--- config.mk ---
export PLATFORM = sky130hd
export DESIGN_NAME = alu_arbiter_seq
export DESIGN_NICKNAME = d
export VERILOG_FILES = /design/src/rtl/alu_arbiter_seq_pkg.sv /design/src/rtl/alu_arbiter_seq_rr_arb2.sv /design/src/rtl/alu_arbiter_seq.sv
export SDC_FILE = /design/constraint.sdc
export NUM_CORES = 1
export LEC_CHECK = 0
export ABC_CLOCK_PERIOD_IN_PS = 4400
export BUFFER_PORTS_ARGS = -buffer_cell sky130_fd_sc_hd__buf_2
export CAP_MARGIN = 20
export CELL_PAD_IN_SITES_DETAIL_PLACEMENT = 1
export CELL_PAD_IN_SITES_GLOBAL_PLACEMENT = 1
export CORE_MARGIN = 2
export CORE_UTILIZATION = 38
export CTS_BUF_LIST = sky130_fd_sc_hd__clkbuf_8
export CTS_CLUSTER_DIAMETER = 200
export DETAILED_ROUTE_END_ITERATION = 16
export MAX_ROUTING_LAYER = met4
export PLACE_DENSITY = 0.9
export SKIP_LAST_GASP = 1
export SYNTH_ARGS = -nofsm -noshare
export SYNTH_HDL_FRONTEND = slang
export SYNTH_SLANG_ARGS = --single-unit
--- constraint.sdc ---
create_clock -name clock -period 4.4 [get_ports clock]
set_input_delay 0.88 -clock clock [delete_from_list [all_inputs] [get_ports clock]]
set_output_delay 0.88 -clock clock [all_outputs]
set_load 0.02 [all_outputs]
--- src/rtl/alu_arbiter_seq_pkg.sv ---
// Shared widths, ALU function codes and sequencer state encoding.
package alu_arbiter_seq_pkg;

  localparam int FUNC_W_DEF   = 3;
  localparam int DATA_W_DEF   = 4;
  localparam int RES_W_DEF    = 8;
  localparam int LOCK_MAX_DEF = 4;

  typedef enum logic [2:0] {
    F_INC   = 3'b000,
    F_ADD   = 3'b001,
    F_ADDV  = 3'b010,
    F_XOROR = 3'b011,
    F_REDOR = 3'b100,
    F_SHL   = 3'b101,
    F_SHR   = 3'b110,
    F_MUL   = 3'b111
  } alu_func_e;

  typedef enum logic [1:0] {
    ST_IDLE    = 2'd0,
    ST_ISSUE   = 2'd1,
    ST_CAPTURE = 2'd2
  } state_e;

endpackage

--- src/rtl/alu_arbiter_seq_rr_arb2.sv ---
// Two-way round-robin picker. A held lock keeps the grant with the owner
// while it is requesting; if only the other side is requesting the lock breaks.
module rr_arb2 (
  input  logic [1:0] valid_i,
  input  logic       owner_i,
  input  logic       locked_i,
  output logic       gnt_vld_o,
  output logic       gnt_idx_o,
  output logic       lock_brk_o
);

  // Grant selection from (valid, owner, locked).
  always_comb begin
    gnt_vld_o  = 1'b0;
    gnt_idx_o  = owner_i;
    lock_brk_o = 1'b0;
    if (locked_i) begin
      if (valid_i[owner_i]) begin
        gnt_vld_o = 1'b1;
        gnt_idx_o = owner_i;
      end else if (valid_i[~owner_i]) begin
        gnt_vld_o  = 1'b1;
        gnt_idx_o  = ~owner_i;
        lock_brk_o = 1'b1;
      end
    end else begin
      case (valid_i)
        2'b01:   begin gnt_vld_o = 1'b1; gnt_idx_o = 1'b0;     end
        2'b10:   begin gnt_vld_o = 1'b1; gnt_idx_o = 1'b1;     end
        2'b11:   begin gnt_vld_o = 1'b1; gnt_idx_o = ~owner_i; end
        default: begin gnt_vld_o = 1'b0; gnt_idx_o = owner_i;  end
      endcase
    end
  end

endmodule

--- src/rtl/alu_arbiter_seq.sv ---
// Shares one accumulator ALU between two requesters: round-robin grant with
// an optional bounded lock, then accept -> issue -> capture per operation.
module alu_arbiter_seq
  import alu_arbiter_seq_pkg::*;
#(
  parameter int FUNC_W   = FUNC_W_DEF,
  parameter int DATA_W   = DATA_W_DEF,
  parameter int RES_W    = RES_W_DEF,
  parameter int LOCK_MAX = LOCK_MAX_DEF
) (
  input  logic                clock,
  input  logic                reset,
  input  logic [1:0]          req_valid,
  output logic [1:0]          req_ready,
  input  logic [2*FUNC_W-1:0] req_func,
  input  logic [2*DATA_W-1:0] req_data,
  input  logic [1:0]          req_clear,
  input  logic [1:0]          req_lock,
  output logic [1:0]          resp_valid,
  output logic [RES_W-1:0]    resp_result,
  output logic [FUNC_W-1:0]   alu_func,
  output logic [DATA_W-1:0]   alu_data,
  output logic                alu_step,
  output logic                alu_clear,
  input  logic [RES_W-1:0]    alu_acc,
  output logic                busy,
  output logic                owner
);

  localparam int CNT_W = (LOCK_MAX > 1) ? $clog2(LOCK_MAX + 1) : 1;
  localparam logic [CNT_W:0] LOCK_LIM = (CNT_W+1)'(LOCK_MAX);

  state_e              state_q, state_d;
  logic                owner_q, locked_q;
  logic [CNT_W-1:0]    lock_cnt_q;
  logic [FUNC_W-1:0]   func_q;
  logic [DATA_W-1:0]   data_q;
  logic                clear_q, lock_q;
  logic [RES_W-1:0]    result_q;
  logic                gnt_vld, gnt_idx, lock_brk;
  logic                accept;
  logic [CNT_W:0]      cnt_inc;

  rr_arb2 u_arb (
    .valid_i    (req_valid),
    .owner_i    (owner_q),
    .locked_i   (locked_q),
    .gnt_vld_o  (gnt_vld),
    .gnt_idx_o  (gnt_idx),
    .lock_brk_o (lock_brk)
  );

  assign accept  = (state_q == ST_IDLE) && gnt_vld && !reset;
  assign cnt_inc = {1'b0, lock_cnt_q} + (CNT_W+1)'(1);

  // State register.
  always_ff @(posedge clock) begin
    if (reset) state_q <= ST_IDLE;
    else       state_q <= state_d;
  end

  // Next state: one operation takes exactly three cycles.
  always_comb begin
    state_d = state_q;
    case (state_q)
      ST_IDLE:    if (gnt_vld) state_d = ST_ISSUE;
      ST_ISSUE:   state_d = ST_CAPTURE;
      ST_CAPTURE: state_d = ST_IDLE;
      default:    state_d = ST_IDLE;
    endcase
  end

  // Outputs: pulses are suppressed in the reset cycle so an aborted op leaves no trace.
  always_comb begin
    req_ready   = 2'b00;
    resp_valid  = 2'b00;
    alu_step    = 1'b0;
    alu_clear   = 1'b0;
    resp_result = result_q;
    busy        = (state_q == ST_ISSUE) || (state_q == ST_CAPTURE);
    if (!reset) begin
      case (state_q)
        ST_IDLE: if (gnt_vld) req_ready[gnt_idx] = 1'b1;
        ST_ISSUE: begin
          alu_clear = clear_q;
          alu_step  = !clear_q;
        end
        ST_CAPTURE: begin
          resp_valid[owner_q] = 1'b1;
          resp_result         = alu_acc;
        end
        default: ;
      endcase
    end
  end

  // Operation latches, ownership, lock bookkeeping and result hold register.
  always_ff @(posedge clock) begin
    if (reset) begin
      owner_q    <= 1'b1;
      locked_q   <= 1'b0;
      lock_cnt_q <= '0;
      func_q     <= '0;
      data_q     <= '0;
      clear_q    <= 1'b0;
      lock_q     <= 1'b0;
      result_q   <= '0;
    end else if (accept) begin
      owner_q <= gnt_idx;
      func_q  <= gnt_idx ? req_func[2*FUNC_W-1:FUNC_W] : req_func[FUNC_W-1:0];
      data_q  <= gnt_idx ? req_data[2*DATA_W-1:DATA_W] : req_data[DATA_W-1:0];
      clear_q <= req_clear[gnt_idx];
      lock_q  <= req_lock[gnt_idx];
      if (lock_brk) begin
        locked_q   <= 1'b0;
        lock_cnt_q <= '0;
      end
    end else if (state_q == ST_CAPTURE) begin
      result_q <= alu_acc;
      if (lock_q && (cnt_inc < LOCK_LIM)) begin
        locked_q   <= 1'b1;
        lock_cnt_q <= cnt_inc[CNT_W-1:0];
      end else begin
        locked_q   <= 1'b0;
        lock_cnt_q <= '0;
      end
    end
  end

  assign alu_func = func_q;
  assign alu_data = data_q;
  assign owner    = owner_q;

endmodule

==> metrics, run 1 <==
synthesized net count=166; WL/cell=16.7 µm; Final ANT Viol Nets=0; sequential share of the synthesized area=39.3%; total iterations of the first detailed-routing run=4; antenna violations before repair=0; PwrDens=337 nW/µm²; Rows=20; GR Overflow Total=0; Tot GR Track Use=a little over a fifth; Avg Synthesized Cell Area=9.40 µm²; Worst Path Required=3520 ps; Non-Filler Instances=approximately 220; Cells after Synth=between 100 and 150; Ports=53; Final Routed Wirelength=approximately 3.7 mm; commonest non-fill, non-tap cell in the layout=buf_2; Die ar.=3690 µm²; proportion of layout cells with a drive suffix above 1=38.4%; Root Buffer=clkbuf_8; worst hold path type=reg2reg; H-tree Lvls=1; vias in the first global route=about 1200; Post-Synthesis Cell Area=1220 µm²; Worst-Margin Slew=821 ps; die height=60.7 µm; PortBufs=52; dpl hpwl=2.65 mm; clock sink count=24; largest net degree at the start of global routing=18; Final setup viols=0; core box area=3050 µm²; first-pass GRT wire length=5.64 mm; CP Launch Type=flop; Fmax achieved=302 MHz; DRT iter0 DRCs=28; Antenna Cells=0; Post-route DRC=0; outcome=complete, no violations; fillers=392; Post-Place Setup Slack=roughly 1200 ps; Clock Skews=3.38 ps; Clock Path Buffers=2; Ys Warns=0; post-layout min period=about 3300 ps; Area Growth Syn to Fin=25.7%; area of the multi-input gates=between 600 and 700 µm²; worst setup margin=~1100 ps; Final Hold Violating Endpoints=0; fin nets=215; placed insts=218; max-cap viol count=0; Crit. End Element=output pin; Slew Limit Headroom=45.2%; clk slew on worst S/H paths=80 ps; via count=1198; Static Leakage=approximately 0.73 nW; Post-CTS Resized=0; RSZ-0062 raised after global routing=no; pins over their slew limit=0; total CTS buffers=3; Storage cell area=480 µm²; setup_tns=0 ps; VDD IR max=176 µV; number of distinct library cells after synthesis=30; WHS Path Cells=2; synthesized flop and latch total=24; r2r worst-path depth=5; most frequent cells in the layout=52 x buf_2, 24 x dfxtp_1, 11 x a21oi_1, 10 x and3_1, 9 x a221o_1; Worst Path Arrival=~2400 ps; vias per cell=roughly 5.4; Horiz. Die Dim=60.7 µm; Worst-Skew Late Latency=260 ps; gpl congestion=0.737; # hold bufs at CTS=0; worst-path fanout max=10; Setup CP Type=reg2out; Initial Util=roughly 40%; Post-CTS Setup Repair Bufs=0; CTS tree=built; Period Utilization, post-route=75.2%
[registers in the layout, indices dropped and copies added, names as in the netlist]
register,flops
locked_q,1
alu_data,4
lock_cnt_q,3
owner,1
clear_q,1
lock_q,1
result_q,8
alu_func,3
state_q,2
[through the flow]
step	area (µm²)	hold slack [ps]	total power, mW	util (%)
after floorplan	1220	451	0.342	-
after global placement	1500	464	0.383	49.0
after detailed placement	1500	476	0.392	49.0
after CTS	1540	489	0.518	50.3
after global routing	1540	513	0.540	50.3
final	1540	484	0.517	50.3
[per-layer routing]
| metal | global-route usage (%) | wire length, µm | vias up |
|---|---|---|---|
| met4 | 7.76 | 73 | 0 |
| met2 | 37.2 | 2050 | 18 |
| met3 | 3.41 | 65 | 6 |
| met1 | 24.3 | 1490 | 596 |
| met5 | - | 0 | - |
| li1 | - | - | 578 |
[Yosys cell counts]
master	instances	area [µm²]
a21oi_1	11	55.1
a21boi_0	1	7.51
nand3_1	8	40.0
xnor2_1	1	8.76
or3b_2	1	8.76
buf_2	4	20.0
mux2_2	8	90.1
clkbuf_1	4	15.0
and3_1	10	62.6
nor4b_1	1	8.76
o21ai_0	8	40.0
nor2_1	5	18.8
buf_6	2	22.5
o2111a_1	1	11.3
o21ai_1	1	5.00
ha_1	6	75.1
dfxtp_1	24	480
nor3b_1	2	15.0
o21a_1	1	7.51
o211ai_1	2	15.0
inv_1	6	22.5
nand3b_1	2	15.0
nand3_2	1	10.0
nand2_1	2	7.51
mux2i_1	2	20.0
o32ai_1	3	26.3
and2_2	1	7.51
nor2b_1	1	6.26
a221o_1	9	90.1
nor3_1	2	10.0
[worst max-delay path: stages, from the launching register on]
cell and delay, ps:
dfxtp_1 340, inv_1 120, ha_1 400, nor2b_1 720, mux2_2 420, buf_2 160
[layout make-up]
cell class | count | share of cell area [%]
Clock buffer | 3 | 2.69
Inverter | 6 | 1.47
Multi-Input combinational cell | 90 | 43.1
Sequential cell | 24 | 31.3
Tap cell | 44 | 3.58
Timing Repair Buffer | 54 | 17.9
[logic make-up (layout without fill, tap and decap cells)]
group | count (synthesis) | in the layout | share of synthesized area, %
AO/OA/AOI/OAI | 37 | 37 | 21.1
AND/OR/NAND/NOR | 36 | 36 | 17.2
flip-flops | 24 | 24 | 39.3
buffers and inverters | 16 | 63 | 6.55
multiplexers | 10 | 10 | 9.01
adder cells (fa/ha/maj) | 6 | 6 | 6.14
XOR/XNOR | 1 | 1 | 0.717
[final timing paths]
path | start | to | slack, ps
max | state_q[0] | resp_result[1] | 1090
min | result_q[4] | result_q[4] | 480
max reg2reg | state_q[0] | lock_cnt_q[0] | 2250
min reg2reg | result_q[4] | result_q[4] | 480
[power by group]
group	leakage [nW]	total, mW	internal (mW)	switching [mW]
Clock	0.0216	0.128	0.0612	0.0671
Combinational	0.508	0.143	0.0544	0.0887
Sequential	0.196	0.246	0.234	0.0115
Total	0.726	0.517	0.350	0.167
Note: power is estimated with default switching activity, not from simulation.
==> inputs of run 2 (changes only) <==
ABC_CLOCK_PERIOD_IN_PS = 3200   (was 4400)
CORE_UTILIZATION = 35   (was 38)
PLACE_DENSITY = 0.84   (was 0.9)
clock period = 3.2 ns   (was 4.4 ns; I/O delays follow)
==> run 2 against run 1 <==
  * Wire length shrank 7.6%
  * First-iteration DRC count grew 7.1%
  * Cell area grew 0.65%
  * Critical path depth grew 1
  * Total power grew 36%
==> metrics, run 2 (synthesis gave the netlist of run 1 again) <==
# hold bufs at CTS=0 (unchanged); core box area=3340 µm² (+9.3%); Gate power share=27.4% (-0.3 points); proportion of layout cells with a drive suffix above 1=38.8% (+0.35 points); Clk pwr share=24.7% (about the same); largest net degree at the start of global routing=18 (unchanged); worst setup margin=415 ps (-675 ps); Root Buffer=clkbuf_8; Ports=53 (unchanged); Pint=0.482 mW (+38%); Sw Ratio=31.7% (-0.63 points); die height=63.1 µm (+3.9%); Worst Path Required=2560 ps (-960 ps); r2r worst-path depth=6 (+1); Final ANT Viol Nets=0 (unchanged); max-cap viol count=0 (unchanged); Die ar.=3980 µm² (+8.0%); Final Routed Wirelength=3.40 mm (-7.6%); Flop pwr share=48.0% (+0.5 points); WL/cell=15.2 µm (-8.8%); via count=1176 (-1.8%); post-layout min period=2790 ps; Crit. End Element=output pin; antenna violations before repair=0 (unchanged); CTS tree=built; gpl congestion=0.812 (+10%); RSZ-0062 raised after global routing=no; worst-path fanout max=10 (unchanged); most flop-heavy register=result_q; fin nets=216 (+0.47%); commonest non-fill, non-tap cell in the layout=buf_2; worst hold path type=reg2reg; Area Growth Syn to Fin=26.5%; CP cell instances=inv_1, ha_1, nor2b_1, buf_4, mux2_2, buf_2; Largest register FFs=8 (unchanged); first-pass GRT wire length=5.71 mm (+1.2%); Slew Limit Headroom=58.2% (+13 points); Initial Util=36.6% (-3.4 points); Period Utilization, post-route=87.0%; switching pwr=0.224 mW (+34%); Final setup viols=0 (unchanged); crit-path max cell delay=380 ps (-340 ps); Hold Crit Start=result_q[7]; most frequent cells in the layout=52 x buf_2, 24 x dfxtp_1, 11 x a21oi_1, 10 x and3_1, 9 x a221o_1; FF-to-FF setup slack=1320 ps (-930 ps); H-tree Lvls=1 (unchanged); Fmax achieved=359 MHz; Max stage delay cell, worst path=ha_1; Post-CTS Setup Repair Bufs=0 (unchanged); setup_tns=0 ps (unchanged); family with the most delay on the worst path=buffers and inverters; clk slew on worst S/H paths=80 ps (about the same); Worst Path Arrival=2150 ps (-280 ps); Setup CP Type=reg2out; Post-route DRC=0 (unchanged); RR Endpoint=lock_cnt_q[0]; Static Leakage=0.731 nW (+0.74%); GR Overflow Total=0 (unchanged); CP Depth=6 (+1); VDD IR max=250 µV (+42%); PortBufs=52 (unchanged); CP Launch Type=flop; outcome=complete, no violations; crit path capture=resp_result[2]; Worst Path Buf+Inv=3 (+1); Clock Path Buffers=2 (unchanged); DRT iter0 DRCs=30 (+7.1%); Antenna Cells=0 (unchanged); Horiz. Die Dim=63.1 µm (+3.9%); clock sink count=24 (unchanged); dpl hpwl=2.69 mm (+1.5%); Clock Skews=2.63 ps (-0.757 ps); vias per cell=5.25 (-3.2%); Post-Place Setup Slack=700 ps (-473 ps); Final Hold Violating Endpoints=0 (unchanged); Rows=21 (+5.0%); Worst-Skew Late Latency=260 ps (about the same); Worst-Margin Slew=622 ps (-199 ps); vias in the first global route=1224 (+3.6%); pins over their slew limit=0 (unchanged); Tot GR Track Use=18.4% (-2.8 points); PwrDens=456 nW/µm² (+36%); total iterations of the first detailed-routing run=4 (unchanged); total CTS buffers=3 (unchanged); WHS Path Cells=2 (unchanged); Post-CTS Resized=0 (unchanged); Critical R2R Launch=state_q[0]; Worst Setup SP=state_q[0]
run 2: how the worst min path moves through the flow:
stage / endpoint / slack [ps]
final: result_q[7] / 490
after global routing: result_q[7] / 510
after detailed placement: result_q[7] / 480
after floorplan: result_q[1] / 450
after global placement: result_q[3] / 460
after CTS: result_q[7] / 490
run 2: layout make-up:
class,instances,area [µm²]
clock buffer,3,41.3
fill,412,1790
inverter,6,22.5
multi-input combinational,90,662
sequential,24,480
tap,46,57.6
timing repair buffer,55,283
run 2: worst register-to-register path: cells and delay by family (launching register included):
family / cells / cell delay (ps)
AOI/OAI and AO/OA: 2 / 600
DFF: 1 / 400
buffers and inverters: 2 / 400
adders and majority gates: 1 / 280
and+or+nand+nor: 1 / 110
run 2: power by group through the flow:
| stage | combinational (mW) | clock (mW) | sequential (mW) |
|---|---|---|---|
| 6_report | 0.193 | 0.174 | 0.339 |
| 5_1_grt | 0.212 | 0.193 | 0.343 |
| 4_1_cts | 0.195 | 0.177 | 0.339 |
| 3_5_place_dp | 0.194 | 0 | 0.346 |
| 3_3_place_gp | 0.186 | 0 | 0.344 |
| 2_1_floorplan | 0.113 | 0 | 0.357 |
run 2: metrics by stage:
step | area (µm²) | hold WS, ps | cells | total power, mW | util [%]
finish | 1550 | 490 | 224 | 0.706 | 46.3
global route | 1550 | 511 | 224 | 0.747 | 46.3
CTS | 1550 | 492 | 224 | 0.711 | 46.3
detailed placement | 1510 | 479 | 221 | 0.540 | 45.1
global placement | 1510 | 461 | 221 | 0.530 | 45.1
floorplan | 1220 | 451 | 130 | 0.470 | -
run 2: layer usage:
metal	share of wire (%)	track usage (%)	vias up
li1	-	-	577
met1	43	20.2	583
met2	54	34.3	12
met3	2.5	4.29	4
met4	0.41	2.50	0
met5	0	-	-
==> inputs of run 3 (changes only) <==
ABC_CLOCK_PERIOD_IN_PS = 2700   (was 3200)
clock period = 2.7 ns   (was 3.2 ns; I/O delays follow)
==> run 3 against run 2 <==
  * First-iteration DRC count is 23% lower
  * Final cell count is 1.3% higher
  * Cell area is 2.9% higher
  * Worst setup slack worse by 86 ps
  * Sequential cell count stayed put
  * Non-clock buffer count is 2 higher
  * Clock-buffer cell count stayed put
  * Critical endpoint is now resp_result[6]
  * Highest routed layer unchanged
==> metrics, run 3 (synthesis gave the netlist of run 1 again) <==
CTS tree=built; Final setup viols=0 (unchanged); Static Leakage=0.756 nW (+3.3%); clk slew on worst S/H paths=80 ps (about the same); Pint=0.672 mW (+39%); Worst-Skew Late Latency=270 ps (about the same); clock sink count=24 (unchanged); Post-CTS Setup Repair Bufs=0 (unchanged); Slew Limit Headroom=50.9% (-7.3 points); dpl hpwl=2.55 mm (-5.1%); Root Buffer=clkbuf_8; Worst Path Required=2160 ps (-400 ps); pins over their slew limit=0 (unchanged); Antenna Cells=0 (unchanged); worst-path fanout max=9 (-1); Worst-Margin Slew=731 ps (+109 ps); Post-route DRC=0 (unchanged); VDD IR max=220 µV (-12%); gpl congestion=0.808 (-0.59%); Fmax achieved=422 MHz; Crit. End Element=output pin; die height=63.1 µm (unchanged); max-cap viol count=0 (unchanged); setup_tns=0 ps (unchanged); Post-CTS Resized=0 (unchanged); proportion of layout cells with a drive suffix above 1=39.8% (+1.0 points); Horiz. Die Dim=63.1 µm (unchanged); CP Launch Type=flop; # hold bufs at CTS=0 (unchanged); GR Overflow Total=0 (unchanged); via count=1179 (+0.26%); Initial Util=36.6% (unchanged); placed insts=223 (+0.90%); DRT iter0 DRCs=23 (-23%); Clock Skews=9.40 ps (+6.77 ps); RSZ-0062 raised after global routing=no; most frequent cells in the layout=52 x buf_2, 24 x dfxtp_1, 11 x a21oi_1, 10 x and3_1, 9 x a221o_1; Clock Path Buffers=2 (unchanged); GR peak layer=met2; Gate power share=24.6% (-2.8 points); worst setup margin=328 ps (-86.4 ps); PortBufs=52 (unchanged); Post-Place Setup Slack=498 ps (-202 ps); met2 usage=31.6% (-2.7 points); Sw Ratio=29.0% (-2.7 points); vias per cell=5.19 (-1.1%); Max stage delay cell, worst path=dfxtp_1; CP cell instances=inv_1, ha_1, nor2b_1, buf_4, mux2_2, buf_2; vias in the first global route=1212 (-0.98%); post-layout min period=2370 ps; first-pass GRT wire length=5.81 mm (+1.7%); Final ANT Viol Nets=0 (unchanged); post-route cell area=1590 µm² (+2.9%); Tot GR Track Use=18.7% (+0.27 points); Final Hold Violating Endpoints=0 (unchanged); Clk pwr share=33.0% (+8.3 points); outcome=complete, no violations; switching pwr=0.274 mW (+22%); Post-DP Area=1520 µm² (+1.0%); Worst Path Arrival=1830 ps (-320 ps); core box area=3340 µm² (unchanged); Flop pwr share=42.4% (-5.6 points); Period Utilization, post-route=87.8%; Area Growth Syn to Fin=30.2%; commonest non-fill, non-tap cell in the layout=buf_2; antenna violations before repair=0 (unchanged); WHS=491 ps (+0.189 ps); met1 usage=23.6% (+3.3 points); Core Util, Final=47.7% (+1.3 points); worst hold path type=reg2reg; Final Routed Wirelength=3.47 mm (+1.8%); H-tree Lvls=1 (unchanged); Die ar.=3980 µm² (unchanged); PwrDens=594 nW/µm² (+30%); met3 Resource Use GR=2.14% (-2.1 points); WL/cell=15.3 µm (+0.48%); Non-Filler Instances=227 (+1.3%); Largest register FFs=8 (unchanged); Rows=21 (unchanged); total power draw=0.946 mW (+34%); largest net degree at the start of global routing=18 (unchanged); total iterations of the first detailed-routing run=4 (unchanged); fin nets=218 (+0.93%); Setup CP Type=reg2out; total CTS buffers=3 (unchanged); Ports=53 (unchanged); crit-path max cell delay=350 ps (-30 ps); most flop-heavy register=result_q
==> run 3: final timing paths <==
| path | slack, ps | depth (start not counted) | to | startpoint |
|---|---|---|---|---|
| hold reg to reg | 490 | 2 | result_q[1] | result_q[1] |
| hold / removal | 490 | 2 | result_q[1] | result_q[1] |
| setup reg to reg | 840 | 6 | result_q[0] | state_q[0] |
| setup / recovery | 330 | 6 | resp_result[6] | state_q[0] |
==> run 3: power groups by stage <==
| stage | Sequential (mW) | Clock [mW] | Combinational [mW] |
|---|---|---|---|
| floorplan | 0.423 | 0 | 0.134 |
| global placement | 0.407 | 0 | 0.223 |
| global route | 0.405 | 0.335 | 0.255 |
| detailed placement | 0.409 | 0 | 0.230 |
| finish | 0.401 | 0.312 | 0.233 |
| CTS | 0.401 | 0.321 | 0.233 |
==> run 3: final cells by class <==
class,instances,area [µm²]
Clock inverter,1,30.0
Inverter,6,22.5
Fill cell,429,1750
Timing Repair Buffer,57,298
Sequential cell,24,480
Clock buffer,3,41.3
Tap cell,46,57.6
Multi-Input combinational cell,90,662
==> run 3: metal layers <==
| metal | share of wire [%] | wire (µm) |
|---|---|---|
| met5 | 0 | 0 |
| met4 | 0.43 | 15 |
| met3 | 2.5 | 87 |
| met2 | 52 | 1820 |
| met1 | 45 | 1550 |
==> run 3: critical path, delay by kind of cell (launching register included) <==
| family | cells | cell delay [ps] |
|---|---|---|
| DFF | 1 | 350 |
| and+or+nand+nor | 1 | 200 |
| buffers and inverters | 3 | 490 |
| adders and majority gates | 1 | 190 |
| muxes | 1 | 340 |
